### config.mk
export PLATFORM = sky130hd
export DESIGN_NAME = f_demux_lane
export DESIGN_NICKNAME = d
export VERILOG_FILES = /design/src/rtl/f_demux_lane.sv
export SDC_FILE = /design/constraint.sdc
export NUM_CORES = 1
export LEC_CHECK = 0
export CORE_MARGIN = 5
export CORE_UTILIZATION = 48
export DETAILED_ROUTE_END_ITERATION = 12
export PLACE_DENSITY = 0.73
export SLEW_MARGIN = 20
export SYNTH_ARGS = -nofsm -noshare
export SYNTH_HDL_FRONTEND = slang
export SYNTH_SLANG_ARGS = --single-unit
### constraint.sdc
create_clock -name QCK -period 1.1 [get_ports QCK]
set_clock_uncertainty 0.1 [all_clocks]
set_input_delay 0.22 -clock QCK [delete_from_list [all_inputs] [get_ports QCK]]
set_output_delay 0.22 -clock QCK [all_outputs]
set_load 0.02 [all_outputs]
### src/rtl/f_demux_lane.sv
// Two-lane receive splitter: one valid/ready word stream steered by in_sel into two FWFT FIFOs.
// Optional sticky lane-alternation checker enabled by defining F_DEMUX_ALT_CHECK_EN.
module f_demux_lane #(
  parameter int unsigned WIDTH = 1,
  parameter int unsigned DEPTH = 2
) (
  input  logic             QCK,
  input  logic             QRT_N,
  input  logic             in_valid,
  output logic             in_ready,
  input  logic             in_sel,
  input  logic [WIDTH-1:0] in_data,
  output logic             out0_valid,
  input  logic             out0_ready,
  output logic [WIDTH-1:0] out0_data,
  output logic             out1_valid,
  input  logic             out1_ready,
  output logic [WIDTH-1:0] out1_data,
  output logic             alt_err
);

  localparam int unsigned AW = $clog2(DEPTH);
  localparam int unsigned CW = AW + 1;

  if (DEPTH < 2 || (DEPTH & (DEPTH - 1)) != 0) begin : g_bad_depth
    $error("f_demux_lane: DEPTH must be a power of two and at least 2");
  end

  // Assert asynchronously, release two QCK edges after QRT_N rises.
  logic [1:0] rst_sync_q;
  logic       rst_n;

  always_ff @(posedge QCK or negedge QRT_N) begin
    if (!QRT_N) rst_sync_q <= '0;
    else        rst_sync_q <= {rst_sync_q[0], 1'b1};
  end

  assign rst_n = rst_sync_q[1];

  logic [1:0][CW-1:0] cnt_q, cnt_d;
  logic [1:0][AW-1:0] wr_q, wr_d;
  logic [1:0][AW-1:0] rd_q, rd_d;
  logic [WIDTH-1:0]   mem_q [2][DEPTH];
  logic [1:0]         full, empty, push, pop;
  logic               push_any;

  assign full[0]  = (cnt_q[0] == CW'(DEPTH));
  assign full[1]  = (cnt_q[1] == CW'(DEPTH));
  assign empty[0] = (cnt_q[0] == '0);
  assign empty[1] = (cnt_q[1] == '0);

  // Ready looks only at the selected lane's registered count.
  assign in_ready = ~full[in_sel];
  assign push_any = in_valid & in_ready;
  assign push     = {push_any & in_sel, push_any & ~in_sel};
  assign pop      = {out1_ready & ~empty[1], out0_ready & ~empty[0]};

  always_comb begin
    cnt_d = cnt_q;
    wr_d  = wr_q;
    rd_d  = rd_q;
    for (int unsigned n = 0; n < 2; n++) begin
      if (push[n]) wr_d[n] = wr_q[n] + 1'b1;
      if (pop[n])  rd_d[n] = rd_q[n] + 1'b1;
      if (push[n] && !pop[n])      cnt_d[n] = cnt_q[n] + 1'b1;
      else if (!push[n] && pop[n]) cnt_d[n] = cnt_q[n] - 1'b1;
    end
  end

  always_ff @(posedge QCK or negedge rst_n) begin
    if (!rst_n) begin
      cnt_q <= '0;
      wr_q  <= '0;
      rd_q  <= '0;
    end else begin
      cnt_q <= cnt_d;
      wr_q  <= wr_d;
      rd_q  <= rd_d;
    end
  end

  // Storage needs no reset: reads are gated by the empty flag.
  always_ff @(posedge QCK) begin
    if (push_any) mem_q[in_sel][wr_q[in_sel]] <= in_data;
  end

  assign out0_valid = ~empty[0];
  assign out1_valid = ~empty[1];
  assign out0_data  = empty[0] ? '0 : mem_q[0][rd_q[0]];
  assign out1_data  = empty[1] ? '0 : mem_q[1][rd_q[1]];

`ifdef F_DEMUX_ALT_CHECK_EN
  logic last_sel_q, last_sel_d;
  logic first_seen_q, first_seen_d;
  logic alt_err_q, alt_err_d;

  always_comb begin
    last_sel_d   = last_sel_q;
    first_seen_d = first_seen_q;
    alt_err_d    = alt_err_q;
    if (push_any) begin
      last_sel_d   = in_sel;
      first_seen_d = 1'b1;
      if (first_seen_q && (in_sel == last_sel_q)) alt_err_d = 1'b1;
    end
  end

  always_ff @(posedge QCK or negedge rst_n) begin
    if (!rst_n) begin
      last_sel_q   <= 1'b0;
      first_seen_q <= 1'b0;
      alt_err_q    <= 1'b0;
    end else begin
      last_sel_q   <= last_sel_d;
      first_seen_q <= first_seen_d;
      alt_err_q    <= alt_err_d;
    end
  end

  assign alt_err = alt_err_q;
`else
  assign alt_err = 1'b0;
`endif

endmodule

==> metrics <==
Post-Synth Simple-Gate Area 0.1511; Synth area leader dfrtp_1; adder-cell share of the synthesized area 0.03824; flops & latches, synth 14; post-route antenna net violation count 0; vias in the first global route 515; worst-path maximum fanout 3; Avg Inst Size Synth 12.35 um2; Logic pwr share 0.590; Min-Delay Path Class register to async pin; worst skew pair latency between 0.2 and 0.3 ns; max cap viols 0; Longest Clk Path Bufs 2; starting density of the core 0.5029; Die ar. roughly 2200 um2; initial antenna violation count 0; largest family of logic cells by synthesized area simple AND/OR/NAND/NOR gates; largest net degree at the start of global routing 9; final setup fails 16; share of cells above drive strength 1 0.6364; setup TNS -4.322 ns; Switch Pwr 1163 uW; outcome finished with violations; clock sinks 14; Vias/cell around 4.7; Cells after DPL 90; cts bufs inserted 3; area delta synth->final 69.79%; Mapped Nets 62; RSZ-0062 raised after global routing yes; Int Pwr 1889 uW; crit path DAT 1.21 ns; GRT overflow 0; CTS tree built; Pre-Repair DR Iteration Count 4; failing checks negative setup slack; DRT iter0 DRCs 4; Sw Share 0.3811; global-route wire length before repair roughly 2.3 mm; Core ar. 1301 um2; crit path kind register to output pin; Worst setup EP type output pin; GR Util All Layers 0.1579; IO buf count 11; die height 46.92 um; cell row count 13; final worst path period share 1.391; Synth top area share 0.3824; Power Dens Cells 2748 nW/um2; Die Wd about 47 um; sequential share of power 0.311; Synth warnings 0; Routability Congestion 0.6965; CP startpoint kind register; CP Data Required Time 0.78 ns; Mapped Area 654.4 um2; library cells used by synthesis 19; post-synthesis sequential area ratio 0.5660; final WL 1.574 mm; fmax 0.6538 GHz; io pins 13; minimum clock period 1.530 ns; # H-tree levels 1; clock-pin slew on the worst setup and hold paths 0.09 ns; final instance count without filler cells approximately 100; Area contributors post-synth dfrtp_1 (38%), edfxtp_1 (18%), xnor2_1 (6.7%); mux contribution to synthesized area 0.03059; Max VDD drop around 1.9 mV; Leakage ~0.00051 uW; Synth Area in Compound Gates 0.03442; endpoints failing hold 0; XOR/XNOR Fraction of Synth Area 0.1338; clock power share 0.099; Slew Limit Fails 0; PnR worst setup slack -0.4296 ns; total number of vias 480; Synth Instances 53; DRC errors left 0; ANT cells 0; Post-layout nets 98; Root Buffer clkbuf_4; Final HPWL DP 930.2 um; Routed wire per std cell 15.28 um
power groups by stage:
stage                     clock network (uW)  registers, uW  logic [uW]
after CTS                                311            901        1500
after global placement                     0            877        1240
after global routing                     331            975        1930
after detailed placement                   0            887        1290
after floorplan                            0            904         712
final                                    302            949        1800
timing repair:
item	4_1_cts	5_1_grt
setup buffers	3	5
cloned	0	0
hold endpoints to repair	2	0
hold buffers	1	0
endpoints found under the setup margin	17	17
resized for setup	42	17
pin swaps	6	7
final timing paths:
kind / slack (ns) / from / depth (start not counted) / end
min in group QCK: 0.26 / rst_sync_q[0] / 0 / rst_sync_q[1]
hold reg to reg: 0.03 / rst_sync_q[1] / 0 / rd_q[0]
setup reg to reg: -0.39 / cnt_q[3] / 6 / cnt_q[3]
setup / recovery: -0.43 / cnt_q[1] / 4 / in_ready
max in group asynchronous: 0.24 / QRT_N / 2 / rst_sync_q[1]
hold / removal: 0.03 / rst_sync_q[1] / 0 / rd_q[0]
cell families after synthesis:
family	count (synthesis)
XOR/XNOR	10
buffers and inverters	5
multiplexers	2
AO/OA/AOI/OAI	2
other	2
adder cells (fa/ha/maj)	2
flip-flops	14
AND/OR/NAND/NOR	16
placed cells by master, fill, tap and decap left out, types with 2 or more instances in the layout:
cell,netlist,layout
inv_2,3,3
dfrtp_1,10,7
nor2_4,0,3
edfxtp_1,4,4
nor2_2,0,3
nor2_1,8,2
and2_4,0,2
conb_1,2,2
xor2_1,5,4
dfrtp_2,0,3
mux2i_1,2,2
clkdlybuf4s50_1,0,5
ha_4,0,2
buf_6,0,11
clkbuf_4,0,3
xnor2_2,0,4
buf_4,1,14
nand2_4,0,2
metrics by stage:
| stage | cell area [um2] | setup slack [ns] | utilization | hold slack [ns] | power (uW) |
|---|---|---|---|---|---|
| 2_1_floorplan | 689.4 | -0.3064 | - | -0.1756 | 1615 |
| 3_3_place_gp | 900.9 | -0.7340 | 0.6923 | 0.04855 | 2120 |
| 3_5_place_dp | 900.9 | -0.7626 | 0.6923 | 0.04076 | 2181 |
| 4_1_cts | 1006 | -0.4151 | 0.7731 | 0.04074 | 2715 |
| 5_1_grt | 1111 | -0.4905 | 0.8538 | 0.05541 | 3237 |
| 6_report | 1111 | -0.4296 | 0.8538 | 0.03378 | 3053 |
critical path, stage by stage, from the launching register on:
cell and delay [ns]:
dfrtp_2 0.46, nand2b_4 0.11, nor2_2 0.04, a31oi_1 0.15, buf_4 0.17
synth_stat cells:
cell type  instances
a21oi_4            1
a31oi_1            1
and2_1             2
buf_4              1
conb_1             2
dfrtp_1           10
edfxtp_1           4
ha_1               2
inv_1              1
inv_2              3
mux2i_1            2
nand2_1            1
nand2_2            2
nand2b_4           1
nand3b_4           1
nor2_1             8
nor2b_1            1
xnor2_1            5
xor2_1             5
final cells by class:
cell class	count	area (um2)
clock buffer	3	22.52
clock inverter	1	3.754
fill	67	190.2
inverter	4	17.52
multi-input combinational	34	376.6
sequential	14	374.1
tap	15	18.77
timing repair buffer	32	297.8
state kept, by name, summed over array words and instances, names as in the netlist:
name / flops
cnt_q: 4
mem_q: 4
rd_q: 2
rst_sync_q: 2
wr_q: 2
per-layer routing:
layer	share of wire	global-route usage	vias to the layer above
li1	-	-	230
met1	0.38	0.1611	231
met2	0.54	0.2873	15
met3	0.055	0.03448	4
met4	0.022	0.09945	0
met5	0	0	-
Note: power is estimated with default switching activity, not from simulation.
